<file path="src/rtl/syscall_unit_pkg.sv">
// -----------------------------------------------------------------------------
// syscall_unit_pkg
// Shared definitions for the ecall execution unit:
//   - SYS_DATA_W / SYS_ADDR_W : datapath width defaults used by the CPU top level
//   - SC_*                    : syscode numbers decoded by syscall_unit
//   - sys_state_e             : syscall_unit FSM states
//   - led_op_e                : operation request to the LED register
// -----------------------------------------------------------------------------
package syscall_unit_pkg;

    localparam int SYS_DATA_W = 32;
    localparam int SYS_ADDR_W = 32;

    localparam int unsigned SC_HALT    = 0;
    localparam int unsigned SC_SMEM    = 1;
    localparam int unsigned SC_GMEM    = 2;
    localparam int unsigned SC_LED_SET = 3;
    localparam int unsigned SC_LED_CLR = 4;
    localparam int unsigned SC_LED_TOG = 5;
    localparam int unsigned SC_KEY     = 6;

    typedef enum logic [2:0] {
        ST_IDLE,
        ST_SMEM_WR,
        ST_GMEM_WAIT,
        ST_KEY_WAIT,
        ST_HALTED
    } sys_state_e;

    typedef enum logic [1:0] {
        LED_NOP,
        LED_SET,
        LED_CLR,
        LED_TOG
    } led_op_e;

endpackage

</file>
<file path="src/rtl/syscall_led_reg.sv">
// -----------------------------------------------------------------------------
// syscall_led_reg
// LED_N-bit LED register with single-bit set / clear / toggle and range check.
// Ports:
//   clk, rst_n   : clock, asynchronous active-low reset (led clears to 0)
//   op_i         : requested operation (LED_NOP when idle)
//   idx_i        : bit index, full argument width so large values are rejected
//   led_o        : registered LED state
//   range_err_o  : combinational, high when an operation names idx >= LED_N
// -----------------------------------------------------------------------------
module syscall_led_reg
    import syscall_unit_pkg::*;
#(
    parameter int LED_N = 4,
    parameter int IDX_W = 32
) (
    input  logic             clk,
    input  logic             rst_n,
    input  led_op_e          op_i,
    input  logic [IDX_W-1:0] idx_i,
    output logic [LED_N-1:0] led_o,
    output logic             range_err_o
);

    localparam int SEL_W = (LED_N > 1) ? $clog2(LED_N) : 1;

    logic             in_range;
    logic [LED_N-1:0] mask;
    logic [LED_N-1:0] led_q, led_d;

    // The range check looks at the whole index, not just the low select bits,
    // so an index such as 7 with LED_N=4 is rejected instead of aliasing to 3.
    // NOTE: every signal written here gets a default first so no path infers a latch.
    always_comb begin
        in_range    = (idx_i < IDX_W'(LED_N));
        mask        = in_range ? (LED_N'(1) << idx_i[SEL_W-1:0]) : '0;
        range_err_o = (op_i != LED_NOP) && !in_range;
        led_d       = led_q;
        case (op_i)
            LED_SET: led_d = led_q | mask;
            LED_CLR: led_d = led_q & ~mask;
            LED_TOG: led_d = led_q ^ mask;
            default: led_d = led_q;
        endcase
    end

    // NOTE: sequential state uses non-blocking assignments so every flop samples pre-edge values.
    always_ff @(posedge clk or negedge rst_n) begin
        if (!rst_n) begin
            led_q <= '0;
        end else begin
            led_q <= led_d;
        end
    end

    assign led_o = led_q;

endmodule

</file>
<file path="src/rtl/syscall_unit.sv">
// -----------------------------------------------------------------------------
// syscall_unit
// Sequential ecall executor between the control unit / register file and the
// system memory, GPU, LED bank and keyboard scanner.
//   HALT, SMEM_WRITE, GMEM_WRITE, LED_SET/CLR/TOG, KEY_READ; other codes set err.
// Optional build macro: SYSCALL_TIMEOUT_EN -- bounds GMEM_WAIT / KEY_WAIT to
// TIMEOUT_CYC cycles (forced return to IDLE, err set, KEY_READ returns all-ones).
// Ports:
//   CLK_50, RST_N                  : clock, asynchronous active-low reset
//   ecall, syscode, arg_addr/data  : request from CU / register file
//   busy, run                      : PC stall, core enable (low once halted)
//   result, result_valid           : KEY_READ write-back value and strobe
//   err                            : sticky bad-syscode / bad-LED-index / timeout flag
//   smem_we/addr/data              : system-memory write port
//   gmem_valid/ready/addr/data     : graphics command handshake
//   key_valid/data, key_ack        : keyboard scanner handshake
//   led                            : LED register
// -----------------------------------------------------------------------------
module syscall_unit
    import syscall_unit_pkg::*;
#(
    parameter int DATA_W = SYS_DATA_W,
    parameter int ADDR_W = SYS_ADDR_W,
    parameter int CODE_W = 5,
    parameter int LED_N  = 4
`ifdef SYSCALL_TIMEOUT_EN
    , parameter int TIMEOUT_CYC = 1024
`endif
) (
    input  logic              CLK_50,
    input  logic              RST_N,
    input  logic              ecall,
    input  logic [CODE_W-1:0] syscode,
    input  logic [ADDR_W-1:0] arg_addr,
    input  logic [DATA_W-1:0] arg_data,
    output logic              busy,
    output logic              run,
    output logic [DATA_W-1:0] result,
    output logic              result_valid,
    output logic              err,
    output logic              smem_we,
    output logic [ADDR_W-1:0] smem_addr,
    output logic [DATA_W-1:0] smem_data,
    output logic              gmem_valid,
    input  logic              gmem_ready,
    output logic [ADDR_W-1:0] gmem_addr,
    output logic [DATA_W-1:0] gmem_data,
    input  logic              key_valid,
    input  logic [7:0]        key_data,
    output logic              key_ack,
    output logic [LED_N-1:0]  led
);

    sys_state_e        state_q, state_d;
    logic [ADDR_W-1:0] addr_q, addr_d;
    logic [DATA_W-1:0] data_q, data_d;
    logic [DATA_W-1:0] result_q, result_d;
    logic              err_q, err_d;
    logic [31:0]       code_ext;
    led_op_e           led_op;
    logic              led_range_err;

`ifdef SYSCALL_TIMEOUT_EN
    localparam int CNT_W = $clog2(TIMEOUT_CYC + 1);
    logic [CNT_W-1:0] cnt_q, cnt_d;
    logic             waiting;
    logic             timeout;

    assign waiting = (state_q == ST_GMEM_WAIT) || (state_q == ST_KEY_WAIT);
    // Counter holds the number of wait cycles already spent, so the limit is
    // hit in the TIMEOUT_CYC-th wait cycle.
    assign timeout = waiting && (cnt_q == CNT_W'(TIMEOUT_CYC - 1));
`endif

    assign code_ext = 32'(syscode);

    // The state alone records which call is in flight, so only the address and
    // data arguments need latching on the accepted edge.
    always_comb begin
        state_d      = state_q;
        addr_d       = addr_q;
        data_d       = data_q;
        err_d        = err_q;
        result_d     = result_q;
        result       = result_q;
        result_valid = 1'b0;
        key_ack      = 1'b0;
        busy         = 1'b0;
        led_op       = LED_NOP;

        case (state_q)
            ST_IDLE: begin
                if (ecall) begin
                    addr_d = arg_addr;
                    data_d = arg_data;
                    case (code_ext)
                        SC_HALT:    state_d = ST_HALTED;
                        SC_SMEM:    begin state_d = ST_SMEM_WR;   busy = 1'b1; end
                        SC_GMEM:    begin state_d = ST_GMEM_WAIT; busy = 1'b1; end
                        SC_KEY:     begin state_d = ST_KEY_WAIT;  busy = 1'b1; end
                        SC_LED_SET: led_op = LED_SET;
                        SC_LED_CLR: led_op = LED_CLR;
                        SC_LED_TOG: led_op = LED_TOG;
                        default:    err_d = 1'b1;
                    endcase
                end
            end
            ST_SMEM_WR: state_d = ST_IDLE;
            ST_GMEM_WAIT: begin
                if (gmem_ready) state_d = ST_IDLE;
                else            busy    = 1'b1;
            end
            ST_KEY_WAIT: begin
                if (key_valid) begin
                    key_ack      = 1'b1;
                    result       = DATA_W'(key_data);
                    result_d     = DATA_W'(key_data);
                    result_valid = 1'b1;
                    state_d      = ST_IDLE;
                end else begin
                    busy = 1'b1;
                end
            end
            ST_HALTED: state_d = ST_HALTED;
            default:   state_d = ST_IDLE;
        endcase

`ifdef SYSCALL_TIMEOUT_EN
        // A handshake completing in the limit cycle wins over the timeout.
        if (timeout && (state_d == state_q)) begin
            state_d = ST_IDLE;
            err_d   = 1'b1;
            busy    = 1'b0;
            if (state_q == ST_KEY_WAIT) begin
                result       = '1;
                result_d     = '1;
                result_valid = 1'b1;
            end
        end
        cnt_d = (waiting && (state_d == state_q)) ? cnt_q + 1'b1 : '0;
`endif
    end

    always_ff @(posedge CLK_50 or negedge RST_N) begin
        if (!RST_N) begin
            state_q  <= ST_IDLE;
            addr_q   <= '0;
            data_q   <= '0;
            result_q <= '0;
            err_q    <= 1'b0;
        end else begin
            state_q  <= state_d;
            addr_q   <= addr_d;
            data_q   <= data_d;
            result_q <= result_d;
            err_q    <= err_d | led_range_err;
        end
    end

`ifdef SYSCALL_TIMEOUT_EN
    always_ff @(posedge CLK_50 or negedge RST_N) begin
        if (!RST_N) cnt_q <= '0;
        else        cnt_q <= cnt_d;
    end
`endif

    syscall_led_reg #(
        .LED_N (LED_N),
        .IDX_W (DATA_W)
    ) u_led (
        .clk         (CLK_50),
        .rst_n       (RST_N),
        .op_i        (led_op),
        .idx_i       (arg_data),
        .led_o       (led),
        .range_err_o (led_range_err)
    );

    assign run        = (state_q != ST_HALTED);
    assign err        = err_q;
    assign smem_we    = (state_q == ST_SMEM_WR);
    assign smem_addr  = addr_q;
    assign smem_data  = data_q;
    assign gmem_valid = (state_q == ST_GMEM_WAIT);
    assign gmem_addr  = addr_q;
    assign gmem_data  = data_q;

endmodule

</file>
<file path="config.mk">
export PLATFORM = sky130hd
export DESIGN_NAME = syscall_unit
export DESIGN_NICKNAME = d
export VERILOG_FILES = /design/src/rtl/syscall_unit_pkg.sv /design/src/rtl/syscall_led_reg.sv /design/src/rtl/syscall_unit.sv
export SDC_FILE = /design/constraint.sdc
export NUM_CORES = 1
export LEC_CHECK = 0
export ABC_AREA = 1
export CORE_ASPECT_RATIO = 1.2
export CORE_MARGIN = 2
export CORE_UTILIZATION = 40
export DETAILED_ROUTE_END_ITERATION = 16
export PLACE_DENSITY = 0.84
export SLEW_MARGIN = 25
export SYNTH_ARGS = -nofsm -noshare
export SYNTH_HDL_FRONTEND = slang
export SYNTH_SLANG_ARGS = --single-unit
</file>
<file path="constraint.sdc">
create_clock -name CLK_50 -period 1.9 [get_ports CLK_50]
set_clock_uncertainty 0.05 [all_clocks]
set_input_delay 0.19 -clock CLK_50 [delete_from_list [all_inputs] [get_ports CLK_50]]
set_output_delay 0.19 -clock CLK_50 [all_outputs]
set_load 0.005 [all_outputs]
</file>
Word-level counts from Yosys, hierarchy flattened
Index checks and enable logic that the tools add are counted.
{ "op_classes": {"n_lt_le_gt_ge": 1, "eq_ne": 18, "n_shift": 1, "mux": 22, "bitwise_logic": 5, "reduce_logical": 10} }
{ "op_table": {"columns": ["operator", "n"], "rows": [
  ["two-way mux 32 bit", 2],
  ["zero test 32 bit", 1],
  ["less-than comparator 32 x 3 -> 1 bit (second input constant)", 1],
  ["case mux 3 bit (4 select lines)", 2],
  ["== test 5 x 3 -> 1 bit (second input constant)", 3],
  ["case mux 4 bit (3 select lines)", 1],
  ["== test 5 x 2 -> 1 bit (second input constant)", 2],
  ["two-way mux 1 bit", 9],
  ["two-way mux 3 bit", 3],
  ["OR reduction 7 bit", 1],
  ["== test 3 x 2 -> 1 bit (second input constant)", 2],
  ["case mux 2 bit (3 select lines)", 1],
  ["== test 5 x 1 -> 1 bit (second input constant)", 1],
  ["inequality test 5 x 1 -> 1 bit (second input constant)", 1],
  ["bitwise AND 4 bit", 1],
  ["== test 2 bit (second input constant)", 2],
  ["two-way mux 2 bit", 2],
  ["two-way mux 4 bit", 1],
  ["inequality test 2 bit (second input constant)", 2],
  ["NOT 4 bit", 1],
  ["bitwise OR 4 bit", 1],
  ["AND reduction 4 bit", 1],
  ["left shift 1 x 2 -> 4 bit (first input constant)", 1],
  ["bitwise XOR 4 bit", 1],
  ["14 further kinds", 14]
]} }
{ "totals": {"ff_bits": 104, "input_bits": 82, "out_inout_bits": 171} }

Logic depth before layout (Yosys ltp)
Gate-level depths: netlist (run 1).
{ "depth": {"ltp_word": 7, "ltp_mapped": 12} }

Hierarchy
Synthesis (run 1) repeated with hierarchy kept, for this count alone.
{ "hier_totals": {"cells_unflattened": 591, "area_unflattened_um2": 4987.3} }
{ "modules_own_cells": {"columns": ["mod", "n_inst", "cells_per_inst", "area_per_inst_um2"], "rows": [
  ["syscall_unit", 1, 507, 4486.8],
  ["syscall_led_reg", 1, 84, 500.5]
]} }

Worst setup path after synthesis (run 1)
Ideal clock, no wire load.
{ "synth_timing": {"path_type": "register -> output", "start": "register state_q[2]", "end": "output result[5]", "t_arrival_ps": 1311, "required_time_ps": 1660, "slack_ps": 349, "stages_incl_launch_ff": 6, "path_buffers": 1, "path_cell_list": "dfrtp_1 -> inv_2 -> nand3_1 -> nor2_2 -> buf_4 -> mux2_2"} }
{ "synth_between": {"elab_chain_len": 2} }
{ "synth_lines": {"columns": ["item", "line_no", "text"], "rows": [
  ["start: declaration", "syscall_unit.sv:54", "sys_state_e state_q, state_d;"],
  ["start signal: assignment", "syscall_unit.sv:152", "state_q <= state_d;"],
  ["== test 3 x 2 -> 1 bit", "syscall_unit.sv:91", "case (state_q)"],
  ["two-way mux 32 bit", "syscall_unit.sv:91", null],
  ["end: declaration", "syscall_unit.sv:38", "output logic [DATA_W-1:0] result,"]
]} }
No other way between the ends.

Final worst setup path (run 1)
{ "layout_timing": {"start": "register state_q[2]", "end": "output result[24]"} }
The elaborated chain is that of the path after synthesis.

==> run metrics, run 1 <==
Mapped Cells=about 580; gr usage total=a little over a fifth; worst hold slack=approximately 230 ps; Crit path arrival time=1660 ps; placed standard-cell area=approximately 7400 µm²; final hold violations=0; starting density of the core=~41%; antenna viol nets, final=0; clock slew at reported path FFs=about 80 ps; reg2reg setup slack=about 160 ps; crit path max fanout=6; PortBufs=around 250; status=finished clean; Crit. End Element=primary output; Die Width=about 100 µm; most common cell in the netlist=nand2_1; unrepaired setup endpoints after global routing=true; fraction of registers with async set/reset=100.0%; fin area=7868 µm²; Crit Path Category=reg -> out; Seq/Total Area, Yosys=between 50% and 60%; layout cell share with drive strength beyond 1=about 15%; slew margin rel.=64.13%; Final Max Tran Viols=0; clk buf depth=2; number of flops mapped to enable cells by yosys=0; initial antenna violation count=0; Post-Syn Area=4870 µm²; FF+latch count, synth=between 100 and 150; clock latency on the worst-skew pair=between 300 and 400 ps; clock period minus worst slack=roughly 1900 ps; die area=~13000 µm²; DRC Markers=0; vias in the first global route=4382; Fmax achieved=~530 MHz; PwrDens=roughly 890 nW/µm²; Cells after DPL=950; Setup TNS=0 ps; # Max-Cap Violations=0; Max Used Layer=met4; first-pass GRT wire length=roughly 22000 µm; routed via count=~4400; yosys warns=0; Post-Route M1 WL=~5800 µm; Synthesized Nets=between 600 and 700; H-tree depth=3; CTS Root Cell=clkbuf_16; Area Overhead vs Synth=61.56%; CTS tree=built; largest net degree at the start of global routing=53; Lkg Pwr=approximately 3.9 nW; total power draw=6.998 mW; Synth top area share=between 50% and 60%; Vias/cell=about 4.5; Die Height=124.9 µm; main area contributors after synthesis=dfrtp_1, nand2_1, buf_4; initial drt markers=roughly 160; crit share post-route=~100%; total CTS buffers=9; ANT cells=0; wire length on met2=between 7000 and 8000 µm; gr ovfl total=0; post-layout net count=about 900; routability congestion estimate=between 0.8 and 0.9; Rows=44; core box area=12000 µm²; Critical Path Start Type=register; CTS sink cnt=~100; Top FF cell, synth=dfrtp_1; Post-DP HPWL=roughly 11000 µm; Routed WL per cell=roughly 15 µm; Slew @ Worst Pin=approximately 540 ps; non-filler instance count after layout=roughly 1000; cell taking the most area after synthesis=dfrtp_1; VDD IR max=about 0.60 mV; final setup violation count=0; TritonRoute pass-1 iters=4; io pins=253; drt total wl=14220 µm; most frequent cells after synthesis=nand2_1, dfrtp_1, buf_4; Avg Cell Area, Syn=about 8.4 µm²; HP Class=in -> async; post-synth cell types=24; Critical Path RT=~1700 ps; met3 wire length=649 µm
==> per-stage QoR <==
| stage | util, % | worst slack [ps] |
|---|---|---|
| after detailed placement | 61.37 | -307.2 |
| after global placement | 61.37 | -235.1 |
| after CTS | 65.37 | -219.0 |
| after global routing | 65.55 | -59.47 |
| final | 65.55 | 2.535 |
| after floorplan | - | 348.8 |
==> state kept, by name (all words and copies together), names as in the netlist <==
| name | cells |
|---|---|
| gmem_addr | 32 |
| gmem_data | 32 |
| result_q | 32 |
| u_led.led_o | 4 |
| state_q | 3 |
| err | 1 |
==> where the power goes <==
part / leakage [nW] / internal [mW] / switching (mW)
clock network: 0.163 / 1.18 / 0.867
logic: 2.47 / 1.34 / 0.800
registers: 1.26 / 2.54 / 0.276
==> final timing paths <==
path                       cells past startpoint          from             end
max                                            9    state_q[2]      result[24]
min                                            2         RST_N     result_q[2]
max reg2reg                                   10    state_q[0]  u_led.led_o[3]
min reg2reg                                    2  result_q[31]    result_q[31]
max in group asynchronous                      3         RST_N   gmem_addr[25]
min in group CLK_50                            3  arg_addr[30]   gmem_addr[30]
==> logic make-up after synthesis <==
kind of cell | synth area share [%]
compound gates | 0.9247
fa+ha+maj | 2.056
buf+inv | 15.57
flops | 53.44
mux | 1.850
simple gates | 26.16
==> routing by layer <==
layer / vias to the layer above / GRT usage, %
met1: 2099 / 24.99
met2: 150 / 39.27
met4: 0 / 6.980
met3: 15 / 3.506
met5: - / 0
li1: 2161 / -
==> layout by cell type, fill, tap and decap left out, drive strengths merged <==
| cell | n |
|---|---|
| nand2 | 226 |
| nand4 | 5 |
| dlymetal6s2s | 2 |
| nor2 | 57 |
| dlygate4sd3 | 1 |
| bufinv | 2 |
| nand3 | 25 |
| clkdlybuf4s50 | 214 |
| inv | 55 |
| mux2 | 8 |
| a21oi | 3 |
| nand3b | 1 |
| buf | 61 |
| dlygate4sd2 | 3 |
| and3 | 1 |
| and2 | 1 |
| clkbuf | 17 |
| clkdlybuf4s15 | 15 |
| nor3 | 1 |
| dfrtp | 104 |
| ha | 8 |
| o21ai | 6 |
==> critical path, stage by stage (launching register included) <==
cell       delay, ps
dfrtp_1          400
inv_2             70
nand3_2           70
nor2_4           130
clkbuf_16        180
buf_12           110
buf_8            110
buf_4            100
nor2_2            30
buf_2            120
==> repair_timing <==
action | CTS | global route
buffers inserted | 6 | 3
gates cloned | 2 | 0
endpoints found under the hold margin | 19 | 0
hold buffers | 1 | 0
pin swaps | 1 | 1
resized for setup | 85 | 51
endpoints found under the setup margin | 35 | 39
==> cell type report <==
cell class | instances | area (µm²)
multi-input combinational | 342 | 1589
fill | 954 | 4134
tap | 161 | 201.4
clock buffer | 9 | 225.2
timing repair buffer | 304 | 2955
clock inverter | 7 | 106.4
inverter | 50 | 187.7
sequential | 104 | 2603
(Power assumes the default switching activity.)
==> run 2: changes to the inputs <==
Settings changed: PLACE_DENSITY 0.84 to 0.81.
==> run 2 against run 1 <==
The flow now finishes with violations (negative setup slack). Critical path depth fell by 1. Final cell count rose by 0.51%. Global-route usage rose by 1.2 points. Critical path type unchanged. Design area rose by 2.3%.
==> run metrics, run 2 (synthesis gave the netlist of run 1 again) <==
status=finished, violations left (was finished clean); failing checks=negative setup slack; initial antenna violation count=0 (unchanged); final hold violations=0 (unchanged); Sw Ratio=28.66% (was 27.76%); switching power=2.003 mW (was 1.943 mW); worst-path cell chain=inv_2 -> nand3_4 -> nor2_4 -> buf_12 -> buf_6 -> buf_6 -> mux2_4 -> buf_6 (was inv_2 -> nand3_2 -> nor2_4 -> clkbuf_16 -> buf_12 -> buf_8 -> buf_4 -> nor2_2 -> buf_2); most frequent cells in the layout=nand2_1, clkdlybuf4s50_1, dfrtp_1 (unchanged); Rows=44 (unchanged); CP most frequent cell=buf_6; first-pass GRT wire length=23480 µm (was 22200 µm); clock period minus worst slack=2060 ps (was 1897 ps); fin worst setup slack=-160.2 ps (was 2.535 ps); Die Height=124.9 µm (unchanged); Final Max Tran Viols=0 (unchanged); Area Overhead vs Synth=65.26% (was 61.56%); CTS tree=built (unchanged); Logic pwr share=32.4% (was 30.5%); commonest non-fill, non-tap cell in the layout=nand2_1 (unchanged); H-tree depth=3 (unchanged); TritonRoute pass-1 iters=5 (was 4); Multi-input gate area=1622 µm² (was 1589 µm²); routability congestion estimate=0.8500 (was 0.8526); clock group share of total power=27.4% (was 29.3%); clock slew at reported path FFs=80 ps (about the same); CTS sink cnt=104 (unchanged); Routed WL per cell=16.11 µm (was 14.55 µm); die area=13080 µm² (unchanged); CP top delay family=buffers and inverters (unchanged); PwrDens=868.4 nW/µm² (was 889.5 nW/µm²); Flop pwr share=40.3% (was 40.2%); total CTS buffers=9 (unchanged); core box area=12000 µm² (unchanged); layout cell share with drive strength beyond 1=13.76% (was 14.58%); crit share post-route=108.4% (was 99.87%); Lkg Pwr=4.147 nW (was 3.896 nW); Die Width=104.7 µm (unchanged); slew margin rel.=72.49% (was 64.13%); dpl ws=-388.9 ps (was -307.2 ps); largest net degree at the start of global routing=71 (was 53); crit path max fanout=5 (was 6); antenna viol nets, final=0 (unchanged); Critical-path top delay cell=dfrtp_1 (unchanged); starting density of the core=40.58% (unchanged); Filler cells=968 (was 954); DRC Markers=0 (unchanged); Power Internal=4.986 mW (was 5.055 mW); initial drt markers=208 (was 161); ANT cells=0 (unchanged); final setup violation count=7 (was 0); Crit path arrival time=1820 ps (was 1660 ps); gr usage total=22.55% (was 21.33%); Slew @ Worst Pin=412.7 ps (was 538.0 ps); HP Class=in -> reg (was in -> async); clk buf depth=2 (unchanged); unrepaired setup endpoints after global routing=true (unchanged); CTS Root Cell=clkbuf_16 (unchanged); io pins=253 (unchanged); Critical Path RT=1660 ps (about the same); drt total wl=15820 µm (was 14220 µm); WP buf/inv=5 (was 6); Vias/cell=4.696 (was 4.529); post-layout net count=906 (was 901); routed via count=4611 (was 4425); FF/Latch Area=2603 µm² (unchanged); clock latency on the worst-skew pair=330 ps (was 340 ps); Slowest Stage Delay on Critical Path=390 ps (was 400 ps); Fmax achieved=485.4 MHz (was 527.0 MHz); Critical Path Start Type=register (unchanged); Crit Path Category=reg -> out (unchanged); PortBufs=252 (unchanged); vias in the first global route=4549 (was 4382); Crit. End Element=primary output (unchanged); final core occ=67.06% (was 65.55%); gr ovfl total=0 (unchanged); Post-DP HPWL=11280 µm (was 10680 µm); # Max-Cap Violations=0 (unchanged); VDD IR max=0.5394 mV (was 0.5988 mV)
-- run 2: cell count changes in the layout (fill, tap and decap cells not counted), moves of 2 or more --
cell             previous run  this run
buf_2                       8         1
dlymetal6s2s_1              2        27
clkdlybuf4s15_2             3         0
clkbuf_2                    7         1
mux2_4                      6         8
buf_4                      42        44
mux2_2                      2         0
clkdlybuf4s15_1            12         0
buf_6                       4        12
-- run 2: tightest hold or removal path: cells and delay by family --
kind                   cells  cell delay (ps)
buffers and inverters      1              390
AND/OR/NAND/NOR            2              100
-- run 2: path summary, 6_finish.rpt --
check                             start        endpoint  slack [ps]  depth (start not counted)
hold / removal             arg_addr[11]   gmem_addr[11]         330                          3
hold reg to reg                     err             err         430                          1
max in group asynchronous         RST_N   gmem_data[22]         810                          3
setup / recovery             state_q[2]       result[7]        -160                          8
min in group asynchronous         RST_N  u_led.led_o[1]         340                          2
setup reg to reg             state_q[1]   gmem_data[28]          80                          9
-- run 2: cell type report --
cell class | count | share of cell area [%]
Tap cell | 161 | 2.503
Clock buffer | 9 | 2.799
Sequential cell | 104 | 32.34
Inverter | 50 | 2.332
Timing Repair Buffer | 308 | 38.84
Multi-Input combinational cell | 343 | 20.15
Clock inverter | 7 | 1.042
-- run 2: layer usage --
metal	up-vias	GRT usage, %	routed length [µm]
met5	-	0	0
met4	0	7.216	328
met3	24	3.401	812
met2	181	42.78	8770
met1	2244	25.55	5910
li1	2162	-	-
-- run 2: metrics by stage --
step | cells | total power, mW | hold slack, ps | TNS, ps | area [µm²]
after global routing | 982 | 7.350 | 343.2 | -1027 | 8048
final | 982 | 6.988 | 329.3 | -633.0 | 8048
after detailed placement | 946 | 5.018 | 105.0 | -5793 | 7336
after CTS | 975 | 6.979 | 310.9 | -5103 | 7818
after global placement | 946 | 4.931 | 97.35 | -4416 | 7336
after floorplan | 577 | 3.708 | -155.6 | 0 | 4870
-- run 2: timing repair --
action / CTS / global route
endpoints found under the hold margin: 28 / 0
setup endpoints to repair: 41 / 83
gates resized for setup: 56 / 56
buffers inserted: 12 / 5
hold buffers: 1 / 0
gates cloned: 0 / 3
pin swaps: 2 / 6
-- run 2: power by group through the flow --
stage / sequential, mW / clock, mW / combinational (mW)
after floorplan: 2.81 / 0 / 0.894
after CTS: 2.81 / 1.96 / 2.20
after detailed placement: 2.85 / 0 / 2.17
after global routing: 2.85 / 2.06 / 2.43
after global placement: 2.83 / 0 / 2.10
final: 2.81 / 1.91 / 2.26
==> edit, RTL diff (settings of run 2) <==
Register the output `led`, with the module's reset; this adds one clock of latency there. The other outputs are not delayed to match.
--- a/src/rtl/syscall_unit.sv
+++ b/src/rtl/syscall_unit.sv
@@ -52,2 +52,4 @@
 );
+
+    logic [LED_N-1:0] led_c;
 
@@ -174,3 +176,3 @@
         .idx_i       (arg_data),
-        .led_o       (led),
+        .led_o       (led_c),
         .range_err_o (led_range_err)
@@ -187,2 +189,10 @@
 
+    always_ff @(posedge CLK_50 or negedge RST_N) begin
+        if (!RST_N) begin
+            led <= '0;
+        end else begin
+            led <= led_c;
+        end
+    end
+
 endmodule
Formal check against the unedited RTL: not equivalent (a bounded check fails within 4 cycles, from zero or initial values and one cycle with RST_N low).
==> edit against run 2 <==
- the run still ends with negative setup slack left
- critical endpoint is now result[1]
- synthesized area is 2.1% higher
- total power increased by 32%
- setup slack gained 0.080 ns
- hold slack got worse by 0.071 ns
- wire length decreased by 3.7%
- cell area down 0.86%
- clock power up 6%
- final cell count decreased by 0.81%
- critical path depth unchanged
- sequential cell count rose by 4
==> edit: results (changes against run 2) <==
INFO  metric final_layout_fill_cell_count = 938 (-3.1%)
INFO  metric yosysSeqAreaShare = 0.544 (+0.00924)
INFO  metric gr-usage-met2 = 0.408 (-0.0198)
INFO  metric ctsResizeCount = 123 (+120%)
INFO  metric wl = 15,200 um (-3.7%)
INFO  metric grt_start_max_net_pins = 45 (-37%)
INFO  metric gr-usage-met1 = 0.260 (+0.00405)
INFO  metric wl_met1 = 5860 um (-0.80%)
INFO  metric met3RoutedLength = 691 um (-15%)
INFO  metric power.static_leakage = 3.92 nW (-5.5%)
INFO  metric drt_iter0_markers = 163 (-22%)
INFO  metric synth_top_cells_by_count = 224 x sky130_fd_sc_hd__nand2_1, 108 x sky130_fd_sc_hd__dfrtp_1, 67 x sky130_fd_sc_hd__buf_4, 47 x sky130_fd_sc_hd__nor2_1, 45 x sky130_fd_sc_hd__inv_1
INFO  metric fin_ws = -0.0799 ns (+0.0802 ns)
INFO  metric synth.top_cells.by_area = sky130_fd_sc_hd__dfrtp_1 54%, sky130_fd_sc_hd__nand2_1 17%, sky130_fd_sc_hd__buf_4 10%
INFO  metric grt_first_pass_wirelength = 23,600 um (+0.68%)
INFO  metric area_share_clock_buf_inv = 0.0405 (+0.00206)
INFO  metric fin_setup_tns = -0.163 ns (+0.470 ns)
INFO  metric finish.net_count = 898 (-0.88%)
INFO  metric status = finished with violations
INFO  metric irDropWorstVdd = 0.543 mV (+0.60%)
INFO  metric p_r_area_growth_vs_syn = 60.5%
INFO  metric clock_buffer_count = 10 (+1)
INFO  metric multiInputGateArea = 1630 sq um (+0.62%)
INFO  metric setup_violations = 5 (-2)
INFO  metric violations_in_the_final_reports = negative setup slack
## edit: cell families after synthesis
family	share of synthesized area
multiplexers	0.0181
AND/OR/NAND/NOR	0.253
adder cells (fa/ha/maj)	0.0201
flip-flops	0.544
AO/OA/AOI/OAI	0.0101
buffers and inverters	0.155
## edit: report_power, final
part | leakage, nW | internal [mW] | switching (mW) | total [mW]
Clock | 0.154 | 1.17 | 0.847 | 2.02
Sequential | 1.32 | 2.91 | 0.518 | 3.42
Combinational | 2.45 | 2.36 | 1.43 | 3.79
## edit: worst paths after layout
kind / endpoint / startpoint / cells after the start
min in group CLK_50: gmem_addr[2] / arg_addr[2] / 3
min reg2reg: led[3] / u_led.led_o[3] / 0
max reg2reg: gmem_data[16] / state_q[1] / 9
max in group asynchronous: gmem_data[2] / RST_N / 3
min: result_q[28] / RST_N / 2
max: result[1] / state_q[2] / 8
